`src/rtl/gate_sequence_controller_pkg.sv`:
```
// Shared types and constants for the gate-sequence folding controller.
// A complex 2x2 matrix is packed as [row][col][re=0/im=1] fixed-point words.
package gate_sequence_controller_pkg;

   localparam int unsigned WIDTH     = 37;
   localparam int unsigned FRAC_BITS = 32;

   localparam logic signed [WIDTH-1:0] ONE = WIDTH'(1) << FRAC_BITS;

   typedef logic signed [1:0][1:0][1:0][WIDTH-1:0] cmatrix_t;

   typedef enum logic [2:0] {
      IDLE,
      START,
      WAIT,
      FLUSH,
      DONE
   } state_t;

   function automatic cmatrix_t identity_mtx();
      cmatrix_t m;
      m          = '0;
      m[0][0][0] = ONE;
      m[1][1][0] = ONE;
      return m;
   endfunction

endpackage

```
`src/rtl/gate_sequence_controller.sv`:
```
// Folds a stream of 2x2 complex gates into one accumulated unitary (ACC <= G x ACC)
// by sequencing an external complex matrix multiplier one gate at a time.
module gate_sequence_controller
   import gate_sequence_controller_pkg::*;
#(
   parameter int unsigned COUNT_W = 16,
   parameter int unsigned TIMEOUT = 15
) (
   input  logic               clk,
   input  logic               reset,
   input  logic               abort,
   input  logic               gate_valid,
   output logic               gate_ready,
   input  cmatrix_t           gate_mtx,
   input  logic               gate_last,
   output cmatrix_t           mul_a,
   output cmatrix_t           mul_b,
   output logic               mul_start,
   output logic               mul_reset,
   input  cmatrix_t           mul_r,
   input  logic               mul_done,
   output logic               res_valid,
   input  logic               res_ready,
   output cmatrix_t           res_mtx,
   output logic [COUNT_W-1:0] res_count,
   output logic               err_timeout
);

   localparam int unsigned TIMER_W = (TIMEOUT > 1) ? $clog2(TIMEOUT) : 1;
   localparam logic [COUNT_W-1:0] COUNT_MAX = {COUNT_W{1'b1}};
   localparam logic [TIMER_W-1:0] TIMER_LAST = TIMER_W'(TIMEOUT - 1);

   state_t               state;
   cmatrix_t             acc;
   cmatrix_t             g_reg;
   logic                 last_reg;
   logic [COUNT_W-1:0]   count;
   logic [TIMER_W-1:0]   timer;
   logic                 flush_cnt;

   // The multiplier samples its inputs every clock, so both operands come
   // straight from registers that only move on accept or on completion.
   assign mul_a     = g_reg;
   assign mul_b     = acc;
   assign res_mtx   = acc;
   assign res_count = count;

   always_ff @(posedge clk or posedge reset) begin
      if (reset) begin
         state       <= IDLE;
         acc         <= identity_mtx();
         g_reg       <= '0;
         last_reg    <= 1'b0;
         count       <= '0;
         timer       <= '0;
         flush_cnt   <= 1'b0;
         gate_ready  <= 1'b1;
         mul_start   <= 1'b0;
         mul_reset   <= 1'b0;
         res_valid   <= 1'b0;
         err_timeout <= 1'b0;
      end else if (abort) begin
         // Abort outranks every other event, including a result awaiting pickup.
         state      <= FLUSH;
         flush_cnt  <= 1'b0;
         mul_reset  <= 1'b1;
         mul_start  <= 1'b0;
         gate_ready <= 1'b0;
         res_valid  <= 1'b0;
         acc        <= identity_mtx();
         count      <= '0;
      end else begin
         case (state)
            IDLE: begin
               if (gate_valid) begin
                  g_reg      <= gate_mtx;
                  last_reg   <= gate_last;
                  gate_ready <= 1'b0;
                  mul_start  <= 1'b1;
                  state      <= START;
                  if (count == '0) begin
                     err_timeout <= 1'b0;
                  end
                  if (count != COUNT_MAX) begin
                     count <= count + COUNT_W'(1);
                  end
               end
            end

            START: begin
               mul_start <= 1'b0;
               timer     <= '0;
               state     <= WAIT;
            end

            WAIT: begin
               if (mul_done) begin
                  acc <= mul_r;
                  if (last_reg) begin
                     res_valid <= 1'b1;
                     state     <= DONE;
                  end else begin
                     gate_ready <= 1'b1;
                     state      <= IDLE;
                  end
               end else if (timer == TIMER_LAST) begin
                  err_timeout <= 1'b1;
                  mul_reset   <= 1'b1;
                  flush_cnt   <= 1'b0;
                  acc         <= identity_mtx();
                  count       <= '0;
                  state       <= FLUSH;
               end else begin
                  timer <= timer + TIMER_W'(1);
               end
            end

            // mul_reset is held for exactly two cycles before returning to IDLE.
            FLUSH: begin
               if (flush_cnt) begin
                  mul_reset  <= 1'b0;
                  gate_ready <= 1'b1;
                  state      <= IDLE;
               end else begin
                  flush_cnt <= 1'b1;
               end
            end

            DONE: begin
               if (res_ready) begin
                  res_valid  <= 1'b0;
                  acc        <= identity_mtx();
                  count      <= '0;
                  gate_ready <= 1'b1;
                  state      <= IDLE;
               end
            end

            default: begin
               state <= IDLE;
            end
         endcase
      end
   end

endmodule
```
`config.mk`:
```
export PLATFORM = sky130hd
export DESIGN_NAME = gate_sequence_controller
export DESIGN_NICKNAME = d
export VERILOG_FILES = /design/src/rtl/gate_sequence_controller_pkg.sv /design/src/rtl/gate_sequence_controller.sv
export SDC_FILE = /design/constraint.sdc
export NUM_CORES = 1
export LEC_CHECK = 0
export CAP_MARGIN = 20
export CORE_AREA = 2 2 579 581
export CTS_BUF_LIST = sky130_fd_sc_hd__clkbuf_4
export DETAILED_ROUTE_END_ITERATION = 7
export DIE_AREA = 0 0 581 583
export DONT_BUFFER_PORTS = 1
export PLACE_DENSITY = 0.32
export SLEW_MARGIN = 20
export SYNTH_ARGS = -nofsm -noshare
export SYNTH_HDL_FRONTEND = slang
export SYNTH_SLANG_ARGS = --single-unit
```
`constraint.sdc`:
```
create_clock -name clk -period 28.8 [get_ports clk]
set_input_delay 7.2 -clock clk [delete_from_list [all_inputs] [get_ports clk]]
set_output_delay 7.2 -clock clk [all_outputs]
set_load 0.02 [all_outputs]
```
# After elaboration in Yosys (flattened, before gate mapping)

Cells that the tools add are included.

Output and inout bits: 909
Bits in latches: 0
Memories: 0
Bits in registers: 622
Word-level logic and storage cells: 120
Bits in writable memories: 0
Memory bits (read-only): 0

Eq/ne operators: 21
Muxes and demuxes: 50
Reduce and logical (&&, ||, !) cells: 20
Multipliers: 0
Order comparisons: 0
$add $sub $neg: 2
Bitwise gates (word level): 1
Div/mod/pow operators: 0
Shift-type cells: 0

Operators by type and width:

| kind                    | number |
|---|---|
| $mux W296               | 4 |
| $pmux W296 S2           | 1 |
| $mux W16                | 6 |
| $pmux W16 S3            | 1 |
| $ne A3 B3 Y1 const B    | 9 |
| $mux W1                 | 21 |
| $mux W3                 | 7 |
| $reduce_and A6 Y1       | 3 |
| $add A16 B1 Y16 const B | 1 |
| $logic_not A16 Y1       | 1 |
| $ne A16 B16 Y1 const B  | 1 |
| $reduce_and A4 Y1       | 4 |
| $pmux W3 S5             | 1 |
| $ne A2 B2 Y1 const B    | 5 |
| $pmux W1 S2             | 5 |
| $reduce_and A3 Y1       | 3 |
| $reduce_bool A3 Y1      | 3 |
| $mux W4                 | 2 |
| $pmux W4 S2             | 1 |
| $eq A3 B2 Y1 const B    | 2 |
| $reduce_bool A5 Y1      | 1 |
| $add A4 B1 Y4 const B   | 1 |
| $eq A4 B4 Y1 const B    | 1 |
| $ne A4 B4 Y1 const B    | 1 |
| other kinds (8)         | 9 |

# Depth between registers and ports, before layout

Word-level depth: 5
Gate-level depth with buffers: 9
Gate-level depth less buffers: 6

# Worst setup path before layout

Ideal clock, no wire load.

Kind: input to register
Start point: input port abort
End point: register acc, in the netlist mul_b[46]
Stages on the path: 8
Setup slack: 20.406 ns
Required time: 28.721 ns
Buffers on the path: 4
Arrival time: 8.314 ns
Path through: buf_2 > inv_1 > o311a_1 > buf_2 > buf_2 > buf_1 > nand2_1 > mux2i_1

Word-level cells in the longest chain between the ends: 2
Elaborated cells between the ends (all ways): 5

Ends and longest elaborated chain:

| item                                                  | line                           | source |
|---|---|---|
| start, declared                                       | gate_sequence_controller.sv:11 | `input logic abort,` |
| $ne A4 B4 Y1 (no source line) (tied with other cells) | -                              |  |
| $reduce_and A3 Y1 (no source line)                    | -                              |  |
| end signal, assigned                                  | gate_sequence_controller.sv:51 | `acc <= identity_mtx();` |
| end signal, assigned                                  | gate_sequence_controller.sv:70 | `acc <= identity_mtx();` |
| end signal, assigned                                  | gate_sequence_controller.sv:98 | `acc <= mul_r;` |
| end, declared                                         | gate_sequence_controller.sv:34 | `cmatrix_t acc;` |

Several ways; a longest one is shown, not always the timed one.
A chain may end at the register's enable or synchronous reset.

# Worst setup path after layout

Start point: input port mul_done
End point: register acc, in the netlist mul_b[128]

Word-level cells in the longest chain between the ends: 3
Elaborated cells between the ends (all ways): 5

Ends and longest elaborated chain:

| item                 | line                            | source |
|---|---|---|
| start, declared      | gate_sequence_controller.sv:21  | `input logic mul_done,` |
| $mux W296            | gate_sequence_controller.sv:97  | `if (mul_done) begin` |
| $pmux W296 S2        | gate_sequence_controller.sv:73  | `case (state)` |
| $mux W296            | gate_sequence_controller.sv:62  | `end else if (abort) begin` |
| end signal, assigned | gate_sequence_controller.sv:70  |  |
| end signal, assigned | gate_sequence_controller.sv:98  |  |
| end signal, assigned | gate_sequence_controller.sv:110 | `acc <= identity_mtx();` |

Several ways; a longest one is shown, not always the timed one.

==> key figures <==
Timing
  – Post-Route Setup TNS: 0 ns
  – Final hold vios: 0
  – Slew margin rel.: 0.222
  – Worst Tran Pin Value: 1.17 ns
  – Clock Skew: between 0.1 and 0.15 ns
  – Slew Limit Fails: 0
  – Unrepaired setup endpoints after global routing: no
  – Tmin final: 10.72 ns
  – Max Freq: just over 90 MHz
  – Final setup viols: 0
  – Part of the cycle the worst path needs: 0.372

Die
  – Total die area: about 340,000 sq um
  – Die H: 583 um
  – Starting density of the core: 0.0856
  – # IOs: around 1.5k
  – DIE WIDTH: 581 um
  – Rows: ~210
  – Core Area: 332,000 sq um

Logic synthesis
  – Main synth FF type: dfrtp_1
  – Post-synthesis sequential area ratio: 0.547
  – Syn Area/Cell: 9.32 sq um
  – Area contributors post-synth: dfrtp_1 54%, nand2_1 20%, mux2i_1 10%
  – Largest family of logic cells by synthesized area: simple AND/OR/NAND/NOR gates
  – Distinct cells, synth: 60
  – Yosys reg bits: 622
  – Synth Area in Simple Gates: 0.214
  – Asr flop ratio synth: 1.00
  – Top-area cell type share of the netlist area: 0.544
  – Xor/xnor share of the synthesized area: 0.000308
  – Post-synth EDFFs: 0
  – Top-count cell post-synth: nand2_1
  – Syn nets: 3,656
  – Multiplexer share of the synthesized area: 0.105
  – Adder-cell share of the synthesized area: 0.00176
  – Cells after Synth: 3,053
  – Cell taking the most area after synthesis: dfrtp_1
  – Top cells by count, synth: 1,491 x nand2_1, 619 x dfrtp_1, 298 x mux2i_1
  – YS warnings: 0
  – Post-synthesis compound-gate area fraction: 0.0171
  – Synth Cell Area: between 20,000 and 30,000 sq um

Critical path
  – Slowest stage cell, crit path: buf_4
  – Most frequent cell on the critical path: buf_4
  – Worst-path fanout max: 53
  – Startpoint types: input port
  – Worst EP required: 29.85 ns
  – Buf+Inv Stages, Crit Path: 4
  – R2R Setup Slk: approximately 23 ns
  – Max incr delay on CP: 0.83 ns
  – CP Capture Type: register
  – Worst Path Arrival: 11.77 ns
  – Critical path class: in2reg
  – Family with the most delay on the worst path: buffers and inverters
  – Critical path depth: 8
  – Worst setup path startpoint: mul_done
  – Cell Chain, Critical Path: nand2b_1 -> o21ai_1 -> a21o_4 -> buf_4 -> buf_4 -> buf_4 -> buf_4 -> mux2i_1
  – R2R depth: 8
  – Worst r2r src: state[1]$_DFFE_PP0P_
  – Crit path to: mul_b[128]$_DFFE_PP0P_
  – Critical R2R Capture: mul_b[128]$_DFFE_PP0P_

Layout
  – Share of cells above drive strength 1: 0.122
  – Multi-input logic area: 9660 sq um
  – Finished Layout Cells: approximately 7.4k
  – Area grow syn2layout: 18.1%
  – Register area: ~16,000 sq um
  – Nets: 3,427
  – # fillers: ~39k

Power
  – Combinational share of power: 0.114
  – Switching fraction of total power: 0.436
  – Worst IR drop on VDD: 0.0387 mV
  – Register share of total power: 0.580
  – P per Cell Area: just under 90 nW/um^2
  – Clk pwr share: 0.306
  – Switching power: 1.29 mW
  – Leak pwr: 15.9 nW
  – Internal power: 1.67 mW

Clock network
  – Root buf cell: clkbuf_4
  – Clock Path Buffers: 4
  – Worst-path clk slew: 0.06 ns
  – Post-CTS Setup Inserts: 0
  – TritonCTS clock tree: built
  – Num CTS Buffers: 194
  – Clk_lat worst skew: 1.24 ns
  – H-tree Lvls: 4
  – Hold-fix buffer count after cts: 0
  – Clock Sinks: ~620
  – Number of gates resized after cts: 0

Drt
  – Wire per inst: 25.7 um
  – Total Wirelength: about 190 mm
  – Routed Antenna Nets: 0
  – Drt pass-1 iters: 8
  – Drt via density: 2.92
  – Drt drc: 0
  – Iter 0 DRT Violations: between 1k and 1.5k
  – Vias: 21.5k

Outcome
  – Status: completed

Global route
  – GRT Overall Usage: 0.107
  – Number of global-route vias before repair: about 22k
  – Initial antenna violation count: 62
  – First-pass GRT wire length: ~240 mm
  – Pin count of the biggest net entering global routing: between 100 and 150
  – Total gr overflow: 0

Place
  – Dpl hpwl: 156 mm
  – PortBufs: 0
  – Final Wtd Congestion: 0.895
  – Placed insts: between 7k and 8k

Worst hold path
  – Worst hold path type: reg2reg

Job
  – Max cap viols: 0
[layer usage]
metal | global-route usage | routed length, um | up-vias
li1 | - | - | 9048
met1 | 0.104 | 62800 | 10545
met2 | 0.180 | 91700 | 1499
met3 | 0.0666 | 26500 | 389
met4 | 0.0491 | 8420 | 50
met5 | 0 | 336 | -
[stage by stage]
| stage | total power, mW | cell area, sq um | utilization | worst slack, ns | hold slack [ns] |
|---|---|---|---|---|---|
| CTS | 3.04 | 33500 | 0.101 | 18.35 | 0.552 |
| floorplan | 1.83 | 28500 | - | 4.19 | 0.482 |
| detailed placement | 2.09 | 31200 | 0.0938 | 16.90 | 0.541 |
| finish | 2.96 | 33600 | 0.101 | 18.08 | 0.545 |
| global placement | 2.08 | 31200 | 0.0938 | 17.01 | 0.540 |
| global route | 3.15 | 33600 | 0.101 | 17.95 | 0.576 |
[tightest hold or removal path, cell delays in order (launching register included)]
cell and delay, ns:
dfrtp_1 0.38, nand2_1 0.07, mux2i_1 0.06
[cell families (layout without fill, tap and decap cells)]
group                    after synthesis  in the layout
flip-flops                           622            622
XOR/XNOR                               1              1
buffers and inverters                489            393
multiplexers                         299            299
AO/OA/AOI/OAI                         69             69
other                                  0             26
adder cells (fa/ha/maj)                4              4
AND/OR/NAND/NOR                     1569           1569
[area by class of cell]
type / count / area share
Tap cell: 4387 / 0.163
Multi-Input combinational cell: 1942 / 0.288
Inverter: 15 / 0.00212
Timing Repair Buffer: 49 / 0.0113
Clock inverter: 61 / 0.0105
Antenna cell: 26 / 0.00194
Sequential cell: 622 / 0.463
Clock buffer: 268 / 0.0599
[cells in the final DEF (no fill, tap or decap), types with 6 or more instances in the layout]
cell / n
a21oi_1: 14
buf_4: 48
clkbuf_4: 268
clkinv_1: 41
clkinv_2: 10
dfrtp_1: 615
diode_2: 26
inv_1: 13
mux2i_1: 298
nand2_1: 1491
nand3_1: 7
nand4_1: 9
nor2_1: 14
nor3_1: 6
o21ai_0: 12
[power by group through the flow]
stage	logic, mW	clock network, mW	registers [mW]
final	0.336	0.906	1.72
after global placement	0.336	0	1.75
after global routing	0.396	1.01	1.74
after detailed placement	0.349	0	1.74
after CTS	0.345	0.965	1.73
after floorplan	0.336	0	1.50
[worst min path at each step]
stage,end,depth (start not counted),slack (ns),from
floorplan,last_reg$_DFFE_PP0P_,2,0.48,last_reg$_DFFE_PP0P_
global placement,mul_b[68]$_DFFE_PP0P_,2,0.54,mul_b[68]$_DFFE_PP0P_
detailed placement,mul_b[2]$_DFFE_PP0P_,2,0.54,mul_b[2]$_DFFE_PP0P_
CTS,mul_b[2]$_DFFE_PP0P_,2,0.55,mul_b[2]$_DFFE_PP0P_
global route,mul_b[2]$_DFFE_PP0P_,2,0.58,mul_b[2]$_DFFE_PP0P_
finish,mul_b[68]$_DFFE_PP0P_,2,0.54,mul_b[68]$_DFFE_PP0P_
(Power assumes the default switching activity.)
